--- src/rtl/mb_rtu_resp_ctrl.sv ---
// mb_rtu_resp_ctrl: Modbus RTU slave reply sequencer.
// Validates a parsed request, reads registers and streams the CRC16 reply to uart_tx.
module mb_rtu_resp_ctrl #(
  parameter logic [7:0] SLAVE_ADDR  = 8'h01,
  parameter int         REG_DEPTH   = 256,
  parameter int         MAX_REGS    = 125,
  parameter int         TURN_CYCLES = 100000,
  parameter int         TX_TIMEOUT  = 1000000
) (
  input  logic        clk,
  input  logic        rst_n,
  input  logic        req_valid,
  input  logic [7:0]  req_func,
  input  logic [15:0] req_reg,
  input  logic [15:0] req_num,
  input  logic        req_crc_err,
  output logic        reg_rd_en,
  output logic [15:0] reg_rd_addr,
  input  logic [15:0] reg_rd_data,
  output logic        tx_start,
  output logic [7:0]  tx_data,
  input  logic        tx_done,
  output logic        busy,
  output logic        req_drop,
  output logic        tx_abort
);

  localparam int CMAX = (TURN_CYCLES > TX_TIMEOUT) ? TURN_CYCLES : TX_TIMEOUT;
  localparam int CW   = $clog2(CMAX + 1);
  localparam logic [CW-1:0] TURN_LAST = CW'(TURN_CYCLES - 1);
  localparam logic [CW-1:0] TMO_LAST  = CW'(TX_TIMEOUT - 1);
  localparam logic [16:0]   MAX_N     = 17'(MAX_REGS);
  localparam logic [16:0]   DEPTH_N   = 17'(REG_DEPTH);

  typedef enum logic [2:0] {
    S_IDLE, S_TURN, S_HDR, S_RD, S_DHI, S_DLO, S_CRCL, S_CRCH
  } state_e;

  state_e        state_q, state_d;
  logic          wait_q, wait_d;
  logic [CW-1:0] cnt_q, cnt_d;
  logic [2:0]    hidx_q, hidx_d;
  logic [15:0]   idx_q, idx_d;
  logic [7:0]    func_q, func_d;
  logic [15:0]   reg_q, reg_d;
  logic [15:0]   num_q, num_d;
  logic [7:0]    code_q, code_d;
  logic [15:0]   data_q, data_d;
  logic [15:0]   crc_q, crc_d;
  logic          drop_q, drop_d;

  logic [16:0] end_sum;
  logic [7:0]  code_acc;
  logic        exc, f03, byte_st;
  logic [2:0]  hdr_last;
  logic [7:0]  hb;

  function automatic logic [15:0] crc_upd(input logic [15:0] c,
                                          input logic [7:0]  b);
    logic [15:0] r;
    r = c ^ {8'h00, b};
    for (int i = 0; i < 8; i++)
      r = r[0] ? ((r >> 1) ^ 16'hA001) : (r >> 1);
    return r;
  endfunction

  // Unknown function wins over range checks; count is checked before address.
  assign end_sum = {1'b0, req_reg} + {1'b0, req_num};
  always_comb begin
    code_acc = 8'h00;
    if (req_func != 8'h03 && req_func != 8'h10)
      code_acc = 8'h01;
    else if (req_num == '0 || {1'b0, req_num} > MAX_N)
      code_acc = 8'h03;
    else if (end_sum > DEPTH_N)
      code_acc = 8'h02;
  end

  assign exc      = (code_q != 8'h00);
  assign f03      = (func_q == 8'h03);
  assign hdr_last = (exc || f03) ? 3'd2 : 3'd5;
  assign byte_st  = (state_q == S_HDR) || (state_q == S_DHI) ||
                    (state_q == S_DLO) || (state_q == S_CRCL) ||
                    (state_q == S_CRCH);

  always_ff @(posedge clk or negedge rst_n) begin
    if (!rst_n) begin
      state_q <= S_IDLE;
      wait_q  <= 1'b0;
      cnt_q   <= '0;
      hidx_q  <= '0;
      idx_q   <= '0;
      func_q  <= '0;
      reg_q   <= '0;
      num_q   <= '0;
      code_q  <= '0;
      data_q  <= '0;
      crc_q   <= 16'hFFFF;
      drop_q  <= 1'b0;
    end else begin
      state_q <= state_d;
      wait_q  <= wait_d;
      cnt_q   <= cnt_d;
      hidx_q  <= hidx_d;
      idx_q   <= idx_d;
      func_q  <= func_d;
      reg_q   <= reg_d;
      num_q   <= num_d;
      code_q  <= code_d;
      data_q  <= data_d;
      crc_q   <= crc_d;
      drop_q  <= drop_d;
    end
  end

  always_comb begin
    state_d = state_q;
    wait_d  = wait_q;
    cnt_d   = cnt_q;
    hidx_d  = hidx_q;
    idx_d   = idx_q;
    func_d  = func_q;
    reg_d   = reg_q;
    num_d   = num_q;
    code_d  = code_q;
    data_d  = data_q;
    crc_d   = crc_q;
    drop_d  = req_valid && (state_q != S_IDLE || req_crc_err);
    unique case (state_q)
      S_IDLE: begin
        if (req_valid && !req_crc_err) begin
          state_d = S_TURN;
          func_d  = req_func;
          reg_d   = req_reg;
          num_d   = req_num;
          code_d  = code_acc;
          crc_d   = 16'hFFFF;
          cnt_d   = '0;
          hidx_d  = '0;
          idx_d   = '0;
          wait_d  = 1'b0;
        end
      end
      S_TURN: begin
        if (cnt_q == TURN_LAST) begin
          state_d = S_HDR;
          cnt_d   = '0;
        end else begin
          cnt_d = cnt_q + CW'(1);
        end
      end
      S_RD: begin
        if (!wait_q) begin
          wait_d = 1'b1;
        end else begin
          data_d  = reg_rd_data;
          wait_d  = 1'b0;
          state_d = S_DHI;
        end
      end
      default: begin
        if (!wait_q) begin
          wait_d = 1'b1;
          cnt_d  = '0;
          if (state_q == S_HDR || state_q == S_DHI || state_q == S_DLO)
            crc_d = crc_upd(crc_q, tx_data);
        end else if (tx_done) begin
          wait_d = 1'b0;
          cnt_d  = '0;
          unique case (state_q)
            S_HDR: begin
              if (hidx_q == hdr_last) begin
                hidx_d  = '0;
                state_d = (f03 && !exc) ? S_RD : S_CRCL;
              end else begin
                hidx_d = hidx_q + 3'd1;
              end
            end
            S_DHI: state_d = S_DLO;
            S_DLO: begin
              idx_d   = idx_q + 16'd1;
              state_d = (idx_q + 16'd1 == num_q) ? S_CRCL : S_RD;
            end
            S_CRCL: state_d = S_CRCH;
            default: state_d = S_IDLE;
          endcase
        end else if (cnt_q == TMO_LAST) begin
          state_d = S_IDLE;
          wait_d  = 1'b0;
          cnt_d   = '0;
        end else begin
          cnt_d = cnt_q + CW'(1);
        end
      end
    endcase
  end

  always_comb begin
    case (hidx_q)
      3'd0:    hb = SLAVE_ADDR;
      3'd1:    hb = exc ? (func_q | 8'h80) : func_q;
      3'd2:    hb = exc ? code_q : (f03 ? {num_q[6:0], 1'b0} : reg_q[15:8]);
      3'd3:    hb = reg_q[7:0];
      3'd4:    hb = num_q[15:8];
      default: hb = num_q[7:0];
    endcase
  end

  always_comb begin
    tx_data     = 8'h00;
    reg_rd_en   = 1'b0;
    reg_rd_addr = 16'h0000;
    unique case (state_q)
      S_HDR:  tx_data = hb;
      S_DHI:  tx_data = data_q[15:8];
      S_DLO:  tx_data = data_q[7:0];
      S_CRCL: tx_data = crc_q[7:0];
      S_CRCH: tx_data = crc_q[15:8];
      S_RD: begin
        reg_rd_en   = !wait_q;
        reg_rd_addr = !wait_q ? (reg_q + idx_q) : 16'h0000;
      end
      default: ;
    endcase
    tx_start = byte_st && !wait_q;
    tx_abort = byte_st && wait_q && !tx_done && (cnt_q == TMO_LAST);
    busy     = (state_q != S_IDLE);
    req_drop = drop_q;
  end

endmodule

--- config.mk ---
export PLATFORM = sky130hd
export DESIGN_NAME = mb_rtu_resp_ctrl
export DESIGN_NICKNAME = d
export VERILOG_FILES = /design/src/rtl/mb_rtu_resp_ctrl.sv
export SDC_FILE = /design/constraint.sdc
export NUM_CORES = 1
export LEC_CHECK = 0
export BUFFER_PORTS_ARGS = -buffer_cell sky130_fd_sc_hd__buf_2
export CORE_UTILIZATION = 50
export CTS_CLUSTER_DIAMETER = 200
export DETAILED_ROUTE_END_ITERATION = 12
export GPL_TIMING_DRIVEN = 0
export HOLD_SLACK_MARGIN = 0.08
export PLACE_DENSITY = 0.7
export SLEW_MARGIN = 10
export SYNTH_ARGS = -nofsm -noshare
export SYNTH_HDL_FRONTEND = slang
export SYNTH_SLANG_ARGS = --single-unit
--- constraint.sdc ---
create_clock -name clk -period 4 [get_ports clk]
set_input_delay 0.8 -clock clk [delete_from_list [all_inputs] [get_ports clk]]
set_output_delay 0.8 -clock clk [all_outputs]
set_load 0.05 [all_outputs]
==> key figures, run 1 <==
Pwr
  – Pwr Density: roughly 870 nW/um^2
  – Clock Power Share: a little under a fifth
  – Register share of total power: a little over a quarter
  – Leak pwr: 0.00416 uW
  – VDD IR max: 0.000827 V
  – Logic pwr share: between 50% and 60%
  – Switching share of power: a little over two fifths
  – Internal power: between 4000 and 5000 uW
  – NetSw: approximately 3600 uW

Routing
  – Via density: 5.81
  – Drt wl/cell: 18.1 um
  – DRC: 0
  – Post-DRT Antenna Nets: 0
  – Vias: a little under 7000
  – Post-Route WL: between 20000 and 25000 um
  – Drt first pass iters: 5
  – DRT iter0 DRCs: between 600 and 700

Placement
  – Placed cells: between 1000 and 1500
  – Gp weighted congestion: around 0.92
  – PortBufs: around 90
  – Placed cell area: ~8800 sq um
  – HPWL Detailed: about 16000 um

Logic synthesis
  – Cell count after synthesis: ~850
  – Yosys reg bits: about 120
  – Post-synth ARST share: 100%
  – Synth top area share: 31.7%
  – Synth warn: 0
  – Syn_nets: about 950
  – Yosys cell types: 84
  – Dominant cell type by area after synthesis: dfrtp_1
  – Top cells by area, synth: dfrtp_1 32%, mux2_2 7.6%, ha_1 5.9%
  – Most used DFF post-synth: dfrtp_1
  – Syn_area_per_cell: roughly 9.4 sq um
  – Seq/Total Area, Yosys: about 37%
  – EDFF count, synth: 0
  – Mapped Area: a little over 8000 sq um

Critical path
  – CP max-delay cell: dfrtp_2
  – Bufs and invs on worst path: 1
  – CP endpoint kind: primary output
  – Worst flop-to-flop path startpoint: func_q[2]
  – CP Launch Point: idx_q[0]
  – Cell family with most CP delay: compound AO/OA/AOI/OAI gates
  – Crit path DAT: around 3.4 ns
  – Crit Path Category: reg -> out
  – Critical path required time: between 3 and 4 ns
  – CP max FO: 2
  – Worst stage delay on the critical path: roughly 0.45 ns
  – Worst-path cell chain: ha_4 -> fa_2 -> a21o_1 -> a21oi_2 -> o21bai_1 -> a21oi_2 -> o21bai_1 -> a41o_1 -> o41a_1 -> a31oi_1 -> xor2_1 -> nor2_2 -> buf_6
  – Crit path launch type: flop

Layout
  – Sequential cell area: just under 3000 sq um
  – Inserted Diodes: 0
  – Fin cells: about 1200
  – Final Cell Area: between 9000 and 10000 sq um
  – Fillcell total: 1362
  – Fin nets: about 1100
  – Proportion of layout cells with a drive suffix above 1: between 20% and 30%
  – Multi-input gate area: between 4000 and 5000 sq um
  – Layout area overhead: 18.3%

Outcome
  – Outcome: complete, but fails checks
  – Failing checks: negative setup slack

Clock tree
  – Root buffer cell: clkbuf_16
  – Max Root-Sink Buffers: 2
  – Worst-path clk slew: around 0.050 ns
  – CTS sink count: around 120
  – Hold Buf Count CTS: 0
  – CTS tree: built
  – Num CTS Buffers: 17
  – Clock Latency Late Sink: 0.43 ns
  – H-tree depth: 4

STA
  – Endpoints failing setup: 3
  – Headroom to the max-slew limit: between 20% and 30%
  – Worst setup slack after layout: -0.145 ns
  – Final Hold Fails: 0
  – Worst-Margin Slew: 1.05 ns
  – Fin. max-slew vios: 0
  – Fmax: roughly 0.24 GHz
  – Fin crit share: 104%
  – RSZ-0062 raised after global routing: true
  – Final worst clock skew: roughly 0.008 ns
  – Crit path time final: 4.15 ns

Floorplanning
  – Core box area: around 15000 sq um
  – Die X: roughly 130 um
  – Row count: 45
  – Die Ht: around 130 um
  – Full die area: between 15000 and 20000 sq um
  – Starting Density: between 50 and 60%
  – I/O pin cnt: 90

Min path
  – Worst Hold Class: in -> async

Flow run
  – Max Cap Viol: 0

GRT
  – GR Overflow Total: 0
  – Largest net degree at the start of global routing: 66
  – First-pass GRT wire length: ~35000 um
  – Vias in the first global route: around 6500
  – Initial antenna violation count: 0
  – GRT Util Overall: ~28%
==> placed cells by master (no fill, tap or decap), types with 16 or more instances in the layout <==
master,synthesis,layout
inv_1,23,23
a21oi_1,40,36
nand4_1,16,16
clkbuf_16,0,17
ha_1,38,37
clkbuf_1,23,23
mux2_2,54,54
xnor2_1,42,41
dfrtp_1,102,99
nand2_1,101,101
o21ai_0,76,74
buf_2,3,86
nor2_1,78,77
dfstp_2,16,16
xor2_1,17,17
nand3_1,24,24
and3_1,16,16
==> stage by stage <==
stage / power [uW] / hold slack, ns / setup slack [ns] / setup TNS, ns / utilization [%]
6_report: 8270 / 0.313 / -0.145 / -0.300 / 61.6
3_5_place_dp: 6610 / 0.491 / -0.156 / -0.260 / 56.9
5_1_grt: 8760 / 0.358 / -0.266 / -0.736 / 61.6
3_3_place_gp: 6560 / 0.491 / -0.119 / -0.225 / 56.7
4_1_cts: 8230 / 0.334 / -0.131 / -0.252 / 61.5
2_1_floorplan: 5540 / 0.457 / 0.0665 / 0 / -
==> power groups by stage <==
stage / Clock, uW / Combinational, uW / Sequential [uW]
floorplan: 0 / 3570 / 1970
global placement: 0 / 4370 / 2180
detailed placement: 0 / 4410 / 2200
CTS: 1520 / 4540 / 2170
global route: 1580 / 4960 / 2230
finish: 1500 / 4570 / 2190
==> cell type report <==
type / instances / share of cell area [%]
plain buffers: 39 / 2.45
clock buffers: 17 / 4.47
clock inverters: 15 / 1.64
inverters: 24 / 1.00
multi-input cells: 672 / 50.4
flip-flops and latches: 118 / 31.3
well taps: 211 / 2.78
repair buffers: 98 / 5.92
==> worst register-to-register path, stage by stage, from the launching register on <==
cell and delay, ns:
dfrtp_1 0.44, nor4bb_4 0.49, nand2_2 0.17, mux2i_1 0.16, o311a_1 0.34, o31a_1 0.36
xnor2_2 0.17, xnor2_1 0.25, xnor3_2 0.52, xnor3_1 0.34, a31oi_1 0.18
==> sequential cells by signal, indices dropped and copies added, names as in the netlist <==
name	flops
cnt_q	20
data_q	16
func_q	8
hidx_q	3
num_q	16
crc_q	16
code_q	2
idx_q	16
req_drop	1
wait_q	1
state_q	3
reg_q	16
==> cell families after synthesis <==
group | synth area share [%]
buf+inv | 4.08
xor+xnor | 8.42
flops | 37.0
fa+ha+maj | 6.41
compound gates | 15.3
mux | 10.1
simple gates | 18.7
==> cell usage after synthesis (all sizes together) (2+ instances only) <==
master / number
a211oi: 8
a21boi: 2
a21o: 9
a21oi: 40
a221oi: 2
a222oi: 2
a22oi: 6
a31oi: 8
a41o: 2
and2: 5
and3: 16
and4: 2
buf: 13
clkbuf: 26
dfrtp: 102
dfstp: 16
fa: 2
ha: 38
inv: 23
mux2: 54
mux2i: 2
mux4: 8
nand2: 103
nand2b: 4
nand3: 24
nand4: 16
nor2: 79
nor2b: 8
nor3: 11
nor3b: 4
nor4: 12
nor4b: 3
o21a: 6
o21ai: 80
o21bai: 6
o22ai: 2
o31ai: 8
or2: 3
or3: 5
or4: 6
xnor2: 44
xnor3: 2
xor2: 22
==> worst paths after layout <==
check | slack, ns | to | cells past startpoint
min reg2reg | 0.50 | data_q[11] | 1
max in group asynchronous | 2.94 | crc_q[14] | 2
max | -0.15 | reg_rd_addr[14] | 13
min in group clk | 0.50 | data_q[11] | 1
min | 0.31 | idx_q[2] | 1
max reg2reg | 0.50 | crc_q[0] | 10
==> per-layer routing <==
metal  track usage, %  vias to the layer above  share of wire, %
met5                0                        -                 0
met4             10.7                        0               2.7
met3             5.11                       42               6.1
met2             40.6                      249                43
met1             40.2                     3342                48
li1                 -                     3304                 -
==> timing repair <==
action                     4_1_cts  5_1_grt
pin swaps                       10        6
setup endpoints to repair        6        5
cloned                           0        0
setup buffers                    8        1
resized for setup               18        4
Note: power is estimated with default switching activity, not from simulation.
==> run 2: changes to the inputs <==
Settings changed: CORE_UTILIZATION 50 to 40, PLACE_DENSITY 0.7 to not set.
==> run 2 against run 1 <==
  * Flip-flop and latch count stayed put
  * Power grew 2.2%
  * Register-to-register slack got worse by 0.14 ns
  * Final area grew 2.1%
  * Clock skew rose by 0.00050 ns
  * Combinational power up 3%
  * Sequential power about the same
  * The run still ends with negative setup slack left
  * Clock power is 3% higher
  * Die area grew 25%
  * Via count down 1.4%
==> key figures, run 2 (synthesis gave the netlist of run 1 again) <==
Outcome
  – Outcome: complete, but fails checks
  – Failing checks: negative setup slack

Critical path
  – Crit Path Category: reg -> out
  – CP max-delay cell: dfrtp_1
  – CP endpoint kind: primary output
  – Crit path DAT: around 3.3 ns
  – Worst-path cell chain: ha_4 -> fa_2 -> a21o_1 -> a21oi_2 -> o21bai_1 -> a21oi_2 -> o21bai_1 -> a41o_1 -> o41a_1 -> a31oi_1 -> xor2_1 -> nor2_2 -> buf_6
  – Critical path required time: about 3.2 ns
  – Crit path launch type: flop
  – Worst stage delay on the critical path: roughly 0.43 ns
  – CP max FO: 2

Flow run
  – Max Cap Viol: 0

Clock tree
  – H-tree depth: 4
  – CTS sink count: 118
  – Num CTS Buffers: 17
  – Root buffer cell: clkbuf_16
  – CTS tree: built
  – Worst-path clk slew: 0.06 ns
  – Clock Latency Late Sink: around 0.43 ns
  – Max Root-Sink Buffers: 2

STA
  – Final worst clock skew: 0.00864 ns
  – Setup TNS: -0.0979 ns
  – Crit path time final: ~4.0 ns
  – Fin crit share: 101%
  – Fmax: 0.247 GHz
  – Headroom to the max-slew limit: a little over a third
  – Worst-Margin Slew: between 0.9 and 1 ns
  – Fin. max-slew vios: 0
  – Endpoints failing setup: 3
  – Final Hold Fails: 0
  – RSZ-0062 raised after global routing: true
  – Worst setup slack after layout: -0.0465 ns

Min path
  – Worst Hold Class: in -> async

GRT
  – GRT Util Overall: approximately a quarter
  – First-pass GRT wire length: about 36000 um
  – GR Overflow Total: 0
  – Vias in the first global route: ~6500
  – Initial antenna violation count: 0
  – Largest net degree at the start of global routing: 64

Floorplanning
  – Die Ht: 144 um
  – Full die area: just over 20000 sq um
  – Die X: between 100 and 150 um
  – I/O pin cnt: 90
  – Core box area: about 20000 sq um
  – Starting Density: 41.0%
  – Row count: slightly above 50

Routing
  – Drt first pass iters: 5
  – DRC: 0
  – Post-Route WL: approximately 23000 um
  – Post-DRT Antenna Nets: 0
  – Via density: about 5.4
  – Drt wl/cell: between 15 and 20 um
  – Vias: between 6000 and 7000
  – DRT iter0 DRCs: ~430

Layout
  – Commonest non-fill, non-tap cell in the layout: nand2_1
  – Final Cell Area: roughly 9700 sq um
  – Top reg by flops: cnt_q
  – Fin nets: approximately 1100
  – Proportion of layout cells with a drive suffix above 1: roughly 28%
  – Most frequent cells in the layout: 101 x nand2_1, 99 x dfrtp_1, 85 x buf_2
  – Fin cells: ~1300
  – Inserted Diodes: 0
  – Final core utilization: between 40 and 50%
  – Max reg flops: 20
  – Layout area overhead: 20.7%

Pwr
  – VDD IR max: about 0.00055 V
  – Leak pwr: 0.00421 uW
  – Pwr Density: 870 nW/um^2

Placement
  – HPWL Detailed: ~17000 um
  – Placed cells: roughly 1200
  – PortBufs: 88
  – Pre-CTS setup slack: -0.226 ns
  – Placed cell area: between 8000 and 9000 sq um
  – Gp weighted congestion: ~0.94
## run 2: changes by cell type in the layout (fill, tap and decap cells not counted), moves of 2 or more
cell / change
buf_6: +4
inv_8: +2
clkinvlp_4: -2
buf_4: +5
clkinv_2: -2
## run 2: timing repair
item / in CTS / in global routing
cloned: 0 / 0
gates resized for setup: 21 / 12
buffers inserted: 12 / 6
setup endpoints to repair: 6 / 5
hold buffers: 0 / 0
pin swaps: 12 / 12
## run 2: metal layers
metal	share of wire [%]	routed length, um	GRT usage, %	vias up
met5	0	0	0	-
met4	2.5	584	8.68	0
li1	-	-	-	3322
met3	6.2	1430	5.76	42
met1	46	10500	31.7	3280
met2	45	10400	35.4	198
## run 2: final timing paths
check / slack (ns) / from / depth (start not counted) / end
setup reg to reg: 0.36 / func_q[2] / 10 / crc_q[0]
hold / removal: 0.33 / rst_n / 1 / reg_q[5]
max in group asynchronous: 2.92 / rst_n / 2 / crc_q[0]
min in group clk: 0.51 / data_q[6] / 1 / data_q[6]
setup / recovery: -0.05 / reg_q[0] / 13 / reg_rd_addr[14]
hold reg to reg: 0.51 / data_q[6] / 1 / data_q[6]
## run 2: cell type report
type / instances / area (sq um)
Buffer: 39 / 233
Clock buffer: 17 / 425
Clock inverter: 15 / 171
Fill cell: 1875 / 9880
Inverter: 24 / 95.1
Multi-Input combinational cell: 672 / 4830
Sequential cell: 118 / 2980
Tap cell: 265 / 332
Timing Repair Buffer: 106 / 641
## run 2: stage by stage
| step | power (uW) | hold slack, ns |
|---|---|---|
| global route | 8950 | 0.362 |
| floorplan | 5540 | 0.457 |
| detailed placement | 6700 | 0.490 |
| finish | 8450 | 0.330 |
| CTS | 8410 | 0.355 |
| global placement | 6640 | 0.488 |
## run 2: power by group
| part | switching [uW] | internal (uW) | leakage, uW |
|---|---|---|---|
| sequential | 530 | 1670 | 0.00146 |
| combinational | 2610 | 2090 | 0.00247 |
| clock | 617 | 931 | 0.000284 |
| total | 3760 | 4690 | 0.00421 |
## run 2: worst max-delay path, delay by kind of cell (launching register included)
kind	cells	cell delay [ns]
AO/OA/AOI/OAI	8	1.46
XOR/XNOR	1	0.19
adder cells (fa/ha/maj)	2	0.54
buffers and inverters	1	0.17
flip-flops	1	0.43
AND/OR/NAND/NOR	1	0.05
